## config.mk

```make
export PLATFORM = sky130hd
export DESIGN_NAME = parallel_to_serial_buf
export DESIGN_NICKNAME = d
export VERILOG_FILES = /design/src/rtl/parallel_to_serial_pkg.sv /design/src/rtl/parallel_to_serial_buf_fifo.sv /design/src/rtl/parallel_to_serial_buf.sv
export SDC_FILE = /design/constraint.sdc
export NUM_CORES = 1
export LEC_CHECK = 0
export BUFFER_PORTS_ARGS = -buffer_cell sky130_fd_sc_hd__buf_4
export CAP_MARGIN = 20
export CORE_ASPECT_RATIO = 1.4
export CORE_MARGIN = 4
export CORE_UTILIZATION = 50
export CTS_CLUSTER_SIZE = 20
export DETAILED_ROUTE_END_ITERATION = 8
export PLACE_DENSITY_LB_ADDON = 0.1
export SLEW_MARGIN = 20
export SYNTH_ARGS = -nofsm -noshare
export SYNTH_HDL_FRONTEND = slang
export SYNTH_SLANG_ARGS = --single-unit
export TNS_END_PERCENT = 50
```

## constraint.sdc

```tcl
create_clock -name clk -period 1.9 [get_ports clk]
set_input_delay 0.285 -clock clk [delete_from_list [all_inputs] [get_ports clk]]
set_output_delay 0.285 -clock clk [all_outputs]
set_load 0.005 [all_outputs]
```

## src/rtl/parallel_to_serial_pkg.sv

```systemverilog
// Shared types and constants for the parallel-to-serial converter.
// The FSM state type and bit-order encodings are used by the RTL and the bench.
package parallel_to_serial_pkg;

  typedef enum logic {
    IDLE  = 1'b0,
    SHIFT = 1'b1
  } fsm_t;

  localparam logic MSB_FIRST = 1'b0;
  localparam logic LSB_FIRST = 1'b1;

  // One FIFO entry carries the word plus its bit-order flag in the top bit.
  function automatic int entry_width(input int data_width);
    return data_width + 1;
  endfunction

endpackage

```

## src/rtl/parallel_to_serial_buf_fifo.sv

```systemverilog
// Synchronous word FIFO with registered occupancy. full/empty come from the
// registered level only, so a same-edge pop never frees a slot for a push.
module sync_fifo #(
  parameter  int WIDTH = 5,
  parameter  int DEPTH = 4,
  localparam int LVL_W = $clog2(DEPTH + 1),
  localparam int PTR_W = $clog2(DEPTH)
) (
  input  logic             clk,
  input  logic             resetn,
  input  logic             push_i,
  input  logic             pop_i,
  input  logic [WIDTH-1:0] wdata_i,
  output logic [WIDTH-1:0] rdata_o,
  output logic             full_o,
  output logic             empty_o,
  output logic [LVL_W-1:0] level_o
);

  logic [WIDTH-1:0] mem_q [DEPTH];
  logic [PTR_W-1:0] wr_ptr_q, wr_ptr_d;
  logic [PTR_W-1:0] rd_ptr_q, rd_ptr_d;
  logic [LVL_W-1:0] level_q, level_d;
  logic             do_push;
  logic             do_pop;

  assign full_o  = (level_q == LVL_W'(DEPTH));
  assign empty_o = (level_q == '0);
  assign level_o = level_q;
  assign rdata_o = mem_q[rd_ptr_q];

  assign do_push = push_i & ~full_o;
  assign do_pop  = pop_i & ~empty_o;

  // DEPTH is a power of two, so the pointers wrap naturally.
  always_comb begin
    wr_ptr_d = wr_ptr_q;
    rd_ptr_d = rd_ptr_q;
    level_d  = level_q;
    if (do_push) wr_ptr_d = wr_ptr_q + PTR_W'(1);
    if (do_pop)  rd_ptr_d = rd_ptr_q + PTR_W'(1);
    case ({do_push, do_pop})
      2'b10:   level_d = level_q + LVL_W'(1);
      2'b01:   level_d = level_q - LVL_W'(1);
      default: level_d = level_q;
    endcase
  end

  always_ff @(posedge clk or negedge resetn) begin
    if (!resetn) begin
      wr_ptr_q <= '0;
      rd_ptr_q <= '0;
      level_q  <= '0;
    end else begin
      wr_ptr_q <= wr_ptr_d;
      rd_ptr_q <= rd_ptr_d;
      level_q  <= level_d;
    end
  end

  always_ff @(posedge clk) begin
    if (do_push) mem_q[wr_ptr_q] <= wdata_i;
  end

endmodule

```

## src/rtl/parallel_to_serial_buf.sv

```systemverilog
// Parallel-to-serial converter: word FIFO in front of a shifter that emits one
// bit per clock with per-word bit order, sof/eof framing and sticky overflow.
module parallel_to_serial_buf
  import parallel_to_serial_pkg::*;
#(
  parameter  int DATA_WIDTH = 4,
  parameter  int FIFO_DEPTH = 4,
  localparam int LVL_W      = $clog2(FIFO_DEPTH + 1)
) (
  input  logic                  clk,
  input  logic                  resetn,
  input  logic [DATA_WIDTH-1:0] din,
  input  logic                  din_en,
  output logic                  din_rdy,
  input  logic                  lsb_first,
  input  logic                  ovf_clr,
  output logic                  dout,
  output logic                  rdy,
  output logic                  dout_sof,
  output logic                  dout_eof,
  output logic                  overflow,
  output logic [LVL_W-1:0]      level,
  output fsm_t                  state_dbg
);

  localparam int ENTRY_W = entry_width(DATA_WIDTH);
  localparam int CNT_W   = $clog2(DATA_WIDTH);

  // Valid/ready contract on the input side: a word transfers on a rising edge
  // where din_en and din_rdy are both 1; din_en while din_rdy is 0 is a drop.
  logic [ENTRY_W-1:0]    fifo_rdata;
  logic                  fifo_full;
  logic                  fifo_empty;
  logic [LVL_W-1:0]      fifo_level;
  logic                  fifo_push;
  logic                  fifo_pop;

  fsm_t                  state_q;
  logic [DATA_WIDTH-1:0] shreg_q;
  logic [CNT_W-1:0]      bit_cnt_q;
  logic                  dout_q;
  logic                  rdy_q;
  logic                  sof_q;
  logic                  eof_q;
  logic                  ovf_q, ovf_d;
  logic                  last_bit;
  logic [DATA_WIDTH-1:0] load_word_d;

  sync_fifo #(
    .WIDTH (ENTRY_W),
    .DEPTH (FIFO_DEPTH)
  ) u_fifo (
    .clk     (clk),
    .resetn  (resetn),
    .push_i  (fifo_push),
    .pop_i   (fifo_pop),
    .wdata_i ({lsb_first, din}),
    .rdata_o (fifo_rdata),
    .full_o  (fifo_full),
    .empty_o (fifo_empty),
    .level_o (fifo_level)
  );

  assign fifo_push = din_en & ~fifo_full;
  assign last_bit  = (bit_cnt_q == CNT_W'(DATA_WIDTH - 1));
  assign fifo_pop  = ~fifo_empty & ((state_q == IDLE) | ((state_q == SHIFT) & last_bit));

  // The shifter always emits from its MSB, so LSB-first words are reversed on load.
  always_comb begin
    load_word_d = fifo_rdata[DATA_WIDTH-1:0];
    if (fifo_rdata[DATA_WIDTH] == LSB_FIRST) begin
      for (int i = 0; i < DATA_WIDTH; i++) begin
        load_word_d[i] = fifo_rdata[DATA_WIDTH-1-i];
      end
    end
  end

  always_comb begin
    ovf_d = ovf_q & ~ovf_clr;
    if (din_en & fifo_full) ovf_d = 1'b1;
  end

  always_ff @(posedge clk or negedge resetn) begin
    if (!resetn) begin
      ovf_q <= 1'b0;
    end else begin
      ovf_q <= ovf_d;
    end
  end

  always_ff @(posedge clk or negedge resetn) begin
    if (!resetn) begin
      state_q   <= IDLE;
      shreg_q   <= '0;
      bit_cnt_q <= '0;
      dout_q    <= 1'b0;
      rdy_q     <= 1'b0;
      sof_q     <= 1'b0;
      eof_q     <= 1'b0;
    end else begin
      case (state_q)
        IDLE: begin
          if (fifo_pop) begin
            state_q   <= SHIFT;
            shreg_q   <= load_word_d;
            bit_cnt_q <= '0;
            dout_q    <= load_word_d[DATA_WIDTH-1];
            rdy_q     <= 1'b1;
            sof_q     <= 1'b1;
            eof_q     <= 1'b0;
          end
        end
        SHIFT: begin
          if (last_bit) begin
            // Reloading here keeps back-to-back words free of idle gaps.
            if (fifo_pop) begin
              shreg_q   <= load_word_d;
              bit_cnt_q <= '0;
              dout_q    <= load_word_d[DATA_WIDTH-1];
              rdy_q     <= 1'b1;
              sof_q     <= 1'b1;
              eof_q     <= 1'b0;
            end else begin
              state_q   <= IDLE;
              shreg_q   <= '0;
              bit_cnt_q <= '0;
              dout_q    <= 1'b0;
              rdy_q     <= 1'b0;
              sof_q     <= 1'b0;
              eof_q     <= 1'b0;
            end
          end else begin
            shreg_q   <= shreg_q << 1;
            bit_cnt_q <= bit_cnt_q + CNT_W'(1);
            dout_q    <= shreg_q[DATA_WIDTH-2];
            sof_q     <= 1'b0;
            eof_q     <= (bit_cnt_q == CNT_W'(DATA_WIDTH - 2));
          end
        end
        default: state_q <= IDLE;
      endcase
    end
  end

  assign din_rdy   = ~fifo_full;
  assign dout      = dout_q;
  assign rdy       = rdy_q;
  assign dout_sof  = sof_q;
  assign dout_eof  = eof_q;
  assign overflow  = ovf_q;
  assign level     = fifo_level;
  assign state_dbg = state_q;

endmodule

```

==> results_dict.tcl, run 1 <==
set metrics [dict create \
    status "finished, final reports clean" \
    via_count 1022 \
    cap_viol_max_count 0 \
    wl_per_cell_um 15.4 \
    worst-path-stages 9 \
    path_class "flip-flop to flip-flop" \
    fin_crit_ns 1.83 \
    first_iter_violations 14 \
    synth_top_area_cell "edfxtp_1" \
    slowest_delay_ns 0.43 \
    critPathSlowestCell "dfrtp_1" \
    cts_resized 0 \
    crit_family "adder cells" \
    grt_pass1_wl_mm 5.11 \
    cts_tree "done" \
    final_cells 190 \
    r2r_cells 9 \
    final_core_util 0.658 \
    ctsRootBufferMaster "clkbuf_8" \
    clk_path_buf_depth 2 \
    dr.pass1.iters 4 \
    synth_flop_cell "edfxtp_1" \
    pwr-share-clk 0.201 \
    switching_share 0.323 \
    synth.cell_area_um2 1720 \
    dieArea_um2 4450 \
    slew_viol_final 0 \
    startpoint_type "flip-flop" \
    yosysUniqueCellTypes 33 \
    rsz0062_at_grt "no" \
    pre_cts_ws_ns 0.0552 \
    yosys.area.top_type_share 0.349 \
    synthCells 117 \
    yosysSeqAreaShare 0.611 \
    syn-num-nets 134 \
    seqPwrFrac 0.397 \
    cp.arrival_ns 2.05 \
    comb_power_share 0.402 \
    die-height_um 77.4 \
    crit_chain "nor2_2, a21boi_2, inv_1, ha_2, inv_1, fa_2, xor2_1, nor2_1, xor2_1" \
    antenna_found_initial 0 \
    cp_max_fo 4 \
    dp_cells 180 \
    fin_worst_skew_ns 0.0131 \
    grt_max_degree 19 \
    max_freq_mhz 545 \
    antenna_left 0 \
    die_w_um 57.6 \
    initial_utilization 0.535 \
    end_kind "flip-flop" \
    setup_viol 0 \
    finalNetCount 167 \
    io_pins 19 \
    synth.area.top_cells "edfxtp_1 (35%), dfrtp_1 (26%), mux4_1 (6.1%)" \
    cts_made_buffers 5 \
    drive_gt1_frac 0.331 \
    numPortBuffers 18 \
    fin_setup_tns_ns 0 \
    async_flop_share 0.474 \
    hold_depth 1 \
    slew_headroom 0.806 \
    hpwl_mm 2.23 \
    setup_slack_ns 0.0654 \
    core_um2 3210 \
    syn_to_final_growth_pct 23.0 \
    worst_pin_slew_ns 0.291 \
    p_sw_uw 1060 \
    rows 24 \
    grt_pass1_vias 1082 \
    ys_warn_count 0 \
    powerDensity_nw_per_um2 1560 \
    drc 0 \
    clk-insertion-delay-late_ns 0.29 \
    synth_seq_cells 38 \
    avgSynthCellArea_um2 14.7 \
    fin_crit_sh 0.966 \
    synth-edff-count 20 \
    htree_levels 2 \
    p_int_uw 2240 \
    overflow 0 \
    hold_slack_ns 0.191 \
    min_path_type "input pin to flip-flop" \
    p_leak_uw 0.000920 \
    diodes 0 \
    vias_per_cell 5.38 \
    finalWirelength_mm 2.92 \
    required_ns 2.12 \
    worst-path-buf-inv 2 \
    cts.clk_slew.worst_paths_ns 0.08 \
    grtUsageTotal 0.153 \
    clock-sinks 38 \
    hold_viol 0 \
    gp_congestion 0.808 \
    peakVddDrop_v 0.000984 \
]
[power by group through the flow]
stage,sequential (uW),clock (uW),combinational [uW]
4_1_cts,1320,675,1340
5_1_grt,1340,722,1470
3_3_place_gp,1320,0,1280
6_report,1310,664,1330
3_5_place_dp,1330,0,1320
2_1_floorplan,1260,0,927
[logic make-up (layout without fill, tap and decap cells)]
kind of cell	count (synthesis)	after routing	synth area share
DFF	38	38	0.611
adders and majority gates	8	8	0.0626
xor gates and xnor gates	6	6	0.0306
buffers and inverters	14	48	0.0349
AOI/OAI and AO/OA	15	15	0.0611
and+or+nand+nor	25	25	0.0866
muxes	11	11	0.113
[flip-flops by register name, indices dropped and copies added (netlist names)]
signal	flops
bit_cnt_q	2
dout	1
dout_eof	1
dout_sof	1
overflow	1
rdy	1
shreg_q	3
state_dbg	1
u_fifo.level_o	3
u_fifo.mem_q	20
u_fifo.rd_ptr_q	2
u_fifo.wr_ptr_q	2
[worst paths after layout]
| path | from | to | slack, ns |
|---|---|---|---|
| worst max-delay path | u_fifo.level_o[0] | u_fifo.level_o[2] | 0.07 |
| max in group asynchronous | resetn | dout_sof | 1.31 |
| min in group asynchronous | resetn | u_fifo.level_o[2] | 0.39 |
| worst max register to register | u_fifo.level_o[0] | u_fifo.level_o[2] | 0.07 |
| worst min-delay path | din[2] | u_fifo.mem_q[0][2] | 0.19 |
| worst min register to register | dout_sof | dout_sof | 0.49 |
[layout make-up]
| type | count | area (um^2) |
|---|---|---|
| clock buffer | 5 | 68.8 |
| multi-input combinational | 65 | 637 |
| fill | 226 | 1100 |
| tap | 39 | 48.8 |
| timing repair buffer | 31 | 235 |
| sequential | 38 | 1050 |
| clock inverter | 3 | 40.0 |
| inverter | 9 | 33.8 |
[through the flow]
stage / cell area [um^2] / power, uW
after floorplan: 1760 / 2180
after global placement: 1990 / 2600
after detailed placement: 1990 / 2650
after CTS: 2110 / 3330
after global routing: 2110 / 3540
final: 2110 / 3300
[synth_stat cells, drive strengths merged (4+ instances only)]
library cell,number
and2,4
clkbuf,4
dfrtp,18
edfxtp,20
ha,7
inv,9
mux2i,4
mux4,5
nand2,4
nor2,6
xor2,4
[per-layer routing]
metal	GRT usage	routed length (um)	up-vias
li1	-	-	493
met1	0.179	1190	497
met2	0.248	1510	24
met3	0.0515	140	8
met4	0.0742	74	0
met5	0	0	-
[timing repair]
| item | CTS | global route |
|---|---|---|
| setup buffers | 0 | 1 |
| setup endpoints to repair | 0 | 1 |
| hold buffers | 1 | 0 |
| hold endpoints to repair | 18 | 0 |
[cell usage in the layout, fill, tap and decap left out, types with 2 or more instances in the layout]
cell type and n:
nor2_1 4, clkbuf_8 5, nand2_1 4, mux4_1 4, ha_2 2, nor2_2 2
clkinv_2 2, and2_1 4, o32ai_1 3, buf_4 30, xor2_1 4, nand3_1 2
a21oi_1 3, xnor2_1 2, dfrtp_1 18, mux2i_1 4, and3b_1 3, edfxtp_1 20
a22o_1 2, inv_1 9, o21ai_0 3, ha_1 5
No activity file was read; power rests on OpenSTA's default activity.
==> inputs of run 2 (changes only) <==
--- a/config.mk
+++ b/config.mk
@@ -5,7 +5,7 @@
 export SDC_FILE = /design/constraint.sdc
 export NUM_CORES = 1
 export LEC_CHECK = 0
-export BUFFER_PORTS_ARGS = -buffer_cell sky130_fd_sc_hd__buf_4
+export BUFFER_PORTS_ARGS = -buffer_cell sky130_fd_sc_hd__buf_2
 export CAP_MARGIN = 20
 export CORE_ASPECT_RATIO = 1.4
 export CORE_MARGIN = 4
==> results_dict.tcl, run 2 (synthesis results as in run 1) <==
set metrics [dict create \
    cap_viol_max_count 0 \
    cts_made_buffers 5 \
    grt_max_degree 19 \
    reg2reg_from "bit_cnt_q[1]" \
    cp.arrival_ns 2.01 \
    critPathSlowestCell "dfrtp_1" \
    hpwl_mm 2.16 \
    syn_to_final_growth_pct 19.9 \
    largest-register "u_fifo.mem_q" \
    fin_crit_ns 1.79 \
    drc 0 \
    worst_pin_slew_ns 0.408 \
    grtUsageTotal 0.152 \
    core_um2 3210 \
    largest_reg_flops 20 \
    r2r_end "u_fifo.level_o[2]" \
    finalNetCount 166 \
    diodes 0 \
    rows 24 \
    drive_gt1_frac 0.340 \
    die_w_um 57.6 \
    fin_crit_sh 0.943 \
    setup_viol 0 \
    slew_headroom 0.728 \
    postCtsSetupBuffers 0 \
    clk-insertion-delay-late_ns 0.30 \
    via_count 1016 \
    path_common_cell "xor2_1" \
    fin_worst_skew_ns 0.0100 \
    min_path_type "input pin to flip-flop" \
    startpoint_type "flip-flop" \
    hold_depth 2 \
    final_cell_mix "edfxtp_1 (20), buf_2 (18), dfrtp_1 (16)" \
    fin_setup_tns_ns 0 \
    initial_utilization 0.535 \
    r2r_cells 9 \
    slew_viol_final 0 \
    numPortBuffers 18 \
    vias_per_cell 5.38 \
    crit_chain "ha_4, nor2b_4, nor2_2, ha_2, inv_1, fa_2, xor2_1, nor2_1, xor2_1" \
    gp_congestion 0.857 \
    max_freq_mhz 558 \
    first_iter_violations 45 \
    finalWirelength_mm 2.89 \
    antenna_left 0 \
    clock-sinks 38 \
    layout.cells.most_common "edfxtp_1" \
    die-height_um 77.4 \
    antenna_found_initial 0 \
    rsz0062_at_grt "no" \
    ctsRootBufferMaster "clkbuf_8" \
    cts_tree "done" \
    clk_path_buf_depth 2 \
    cts.clk_slew.worst_paths_ns 0.08 \
    dieArea_um2 4450 \
    required_ns 2.12 \
    final_core_util 0.641 \
    dr.pass1.iters 4 \
    grt_pass1_wl_mm 5.10 \
    total_power_uw 3140 \
    rrSetupSlack_ns 0.11 \
    wl_per_cell_um 15.3 \
    path_class "flip-flop to flip-flop" \
    worstHoldStart "ovf_clr" \
    powerDensity_nw_per_um2 1530 \
    status "finished, final reports clean" \
    end_kind "flip-flop" \
    peakVddDrop_v 0.00103 \
    htree_levels 2 \
    overflow 0 \
    grt_pass1_vias 1127 \
    hold_end "overflow" \
    p_leak_uw 0.000886 \
    hold_viol 0 \
    io_pins 19 \
    slowest_delay_ns 0.42 \
    cp_max_fo 3 \
]
run 2: changes by cell type in the layout (fill, tap and decap cells not counted), sizes merged:
| cell | before | now |
|---|---|---|
| buf | 30 | 29 |
| clkinvlp | 0 | 1 |
| bufinv | 1 | 0 |
run 2: worst max path at each step:
stage                 start                end  cells after the start
6_report       bit_cnt_q[1]  u_fifo.level_o[2]                      9
5_1_grt        bit_cnt_q[1]  u_fifo.level_o[2]                      9
4_1_cts        bit_cnt_q[0]  u_fifo.level_o[2]                      9
3_3_place_gp   bit_cnt_q[1]  u_fifo.level_o[2]                      9
2_1_floorplan     state_dbg  u_fifo.level_o[2]                      9
3_5_place_dp   bit_cnt_q[0]  u_fifo.level_o[2]                      9
run 2: what timing repair did:
| item | CTS | global route |
|---|---|---|
| endpoints found under the hold margin | 18 | 0 |
| hold buffers | 1 | 0 |
| resized for setup | 0 | 4 |
| setup endpoints to repair | 0 | 1 |
run 2: layout make-up:
class / instances / area [um^2]
multi-input cells: 65 / 652
clock buffers: 5 / 68.8
fillers: 245 / 1150
well taps: 39 / 48.8
clock inverters: 3 / 21.3
repair buffers: 30 / 183
inverters: 9 / 33.8
flip-flops and latches: 38 / 1050
run 2: layer usage:
layer,vias up,routed length [um],GRT usage
li1,485,-,-
met4,0,64,0.0835
met5,-,0,0
met3,7,146,0.0415
met1,499,1160,0.176
met2,25,1520,0.250
run 2: power by group:
group | switching, uW | internal [uW] | leakage, uW
sequential | 209 | 1130 | 0.000398
combinational | 579 | 671 | 0.000443
clock | 293 | 257 | 0.0000441
total | 1080 | 2060 | 0.000886
run 2: worst max-delay path: cells and delay by family, from the launching register on:
family        cells  cell delay [ns]
fa+ha+maj         3             0.69
buf+inv           1             0.05
simple gates      3             0.24
flops             1             0.42
xor+xnor          2             0.30
run 2: through the flow:
step / worst slack, ns / hold WS [ns] / area, um^2 / std cells
after global placement: 0.132 / 0.237 / 1940 / 180
after CTS: 0.0328 / 0.178 / 2040 / 189
final: 0.109 / 0.170 / 2060 / 189
after global routing: 0.00103 / 0.200 / 2060 / 189
after detailed placement: 0.0552 / 0.241 / 1940 / 180
after floorplan: 0.0216 / -0.0106 / 1760 / 117
==> inputs of run 3 (changes only) <==
--- a/config.mk
+++ b/config.mk
@@ -9,9 +9,10 @@
 export CAP_MARGIN = 20
 export CORE_ASPECT_RATIO = 1.4
 export CORE_MARGIN = 4
-export CORE_UTILIZATION = 50
+export CORE_UTILIZATION = 51
 export CTS_CLUSTER_SIZE = 20
 export DETAILED_ROUTE_END_ITERATION = 8
+export MAX_ROUTING_LAYER = met4
 export PLACE_DENSITY_LB_ADDON = 0.1
 export SLEW_MARGIN = 20
 export SYNTH_ARGS = -nofsm -noshare
==> results_dict.tcl, run 3 (synthesis results as in run 1) <==
set metrics [dict create \
    p_int_uw 2340 \
    dr.pass1.iters 6 \
    hpwl_mm 2.23 \
    final_cells 191 \
    startpoint_type "flip-flop" \
    max_freq_mhz 548 \
    dp_cells 180 \
    grt_pass1_vias 1064 \
    p_sw_uw 1060 \
    clk_path_buf_depth 2 \
    first_iter_violations 15 \
    largest_reg_flops 20 \
    largest-register "u_fifo.mem_q" \
    p_leak_uw 0.000920 \
    switching_share 0.312 \
    finalNetCount 168 \
    antenna_left 0 \
    rrSetupSlack_ns 0.08 \
    die_w_um 57.1 \
    slowest_delay_ns 0.42 \
    drive_gt1_frac 0.336 \
    layout.cells.most_common "edfxtp_1" \
    worst_pin_slew_ns 0.416 \
    critPathSlowestCell "dfrtp_1" \
    comb_power_share 0.379 \
    diodes 0 \
    min_path_type "input pin to flip-flop" \
    path_class "flip-flop to flip-flop" \
    pwr-share-clk 0.237 \
    fin_crit_ns 1.82 \
    wl_per_cell_um 15.4 \
    grt_pass1_wl_mm 4.84 \
    grt_max_degree 19 \
    fin_crit_sh 0.960 \
    hold_viol 0 \
    fin_setup_tns_ns 0 \
    final_core_util 0.662 \
    crit_chain "nor2_2, a21boi_2, inv_1, ha_2, inv_1, fa_2, xor2_1, nor2_1, xor2_1" \
    dieArea_um2 4380 \
    cts_tree "done" \
    end_kind "flip-flop" \
    hold_slack_ns 0.190 \
    cp.arrival_ns 2.03 \
    cts.clk_slew.worst_paths_ns 0.07 \
    numPortBuffers 18 \
    powerDensity_nw_per_um2 1620 \
    cp_max_fo 3 \
    htree_levels 2 \
    crit_family "adder cells" \
    via_count 1007 \
    total_power_uw 3400 \
    peakVddDrop_v 0.00106 \
    syn_to_final_growth_pct 22.5 \
    slew_viol_final 0 \
    cts_resized 0 \
    setup_viol 0 \
    vias_per_cell 5.27 \
    die-height_um 76.7 \
    cap_viol_max_count 0 \
    ctsRootBufferMaster "clkbuf_8" \
    cts_made_buffers 5 \
    initial_utilization 0.540 \
    slew_headroom 0.723 \
    drc 0 \
    seqPwrFrac 0.384 \
    clock-sinks 38 \
    n_fill_cell 234 \
    gp_congestion 0.753 \
    rows 24 \
    io_pins 19 \
    grtUsageTotal 0.153 \
    core_um2 3180 \
    clk-insertion-delay-late_ns 0.29 \
    worst-path-buf-inv 2 \
    antenna_found_initial 0 \
    overflow 0 \
    required_ns 2.11 \
    status "finished, final reports clean" \
    final_cell_mix "edfxtp_1 (20), dfrtp_1 (18), buf_2 (18)" \
    fin_worst_skew_ns 0.00854 \
    finalWirelength_mm 2.95 \
]
-- run 3: cell count changes in the layout (fill, tap and decap cells not counted), sizes merged --
cell,change
clkinv,-1
buf,+2
clkinvlp,-1
bufinv,+2
-- run 3: metal layers --
| layer | up-vias | share of wire | global-route usage |
|---|---|---|---|
| li1 | 490 | - | - |
| met1 | 475 | 0.38 | 0.154 |
| met2 | 34 | 0.54 | 0.249 |
| met3 | 8 | 0.055 | 0.0538 |
| met4 | 0 | 0.023 | 0.0928 |
| met5 | - | 0 | - |
-- run 3: final timing paths --
check,from,to,cells after the start
setup / recovery,u_fifo.level_o[1],u_fifo.level_o[2],9
hold / removal,ovf_clr,overflow,2
setup reg to reg,u_fifo.level_o[1],u_fifo.level_o[2],9
hold reg to reg,dout_sof,dout_sof,1
max in group asynchronous,resetn,u_fifo.wr_ptr_q[0],2
min in group asynchronous,resetn,dout,2
-- run 3: area by class of cell --
class                      instances  area [um^2]  area share
multi-input combinational         65          637       0.302
timing repair buffer              32          198      0.0939
clock inverter                     3         68.8      0.0327
clock buffer                       5         68.8      0.0327
sequential                        38         1050       0.499
inverter                           9         33.8      0.0160
tap                               39         48.8      0.0232
-- run 3: timing repair --
| action | CTS | global route |
|---|---|---|
| setup endpoints to repair | 0 | 1 |
| hold endpoints to repair | 18 | 0 |
| buffers inserted | 0 | 2 |
| hold buffers | 1 | 0 |
-- run 3: per-stage QoR --
step / area, um^2 / setup slack (ns)
floorplan: 1760 / 0.0216
global placement: 1940 / 0.147
detailed placement: 1940 / 0.0846
CTS: 2090 / 0.0673
global route: 2110 / -0.0181
finish: 2110 / 0.0760
-- run 3: power by group through the flow --
| stage | combinational (uW) | sequential, uW | clock [uW] |
|---|---|---|---|
| final | 1290 | 1310 | 806 |
| after global placement | 1230 | 1310 | 0 |
| after CTS | 1270 | 1310 | 828 |
| after floorplan | 927 | 1260 | 0 |
| after detailed placement | 1260 | 1330 | 0 |
| after global routing | 1430 | 1330 | 866 |
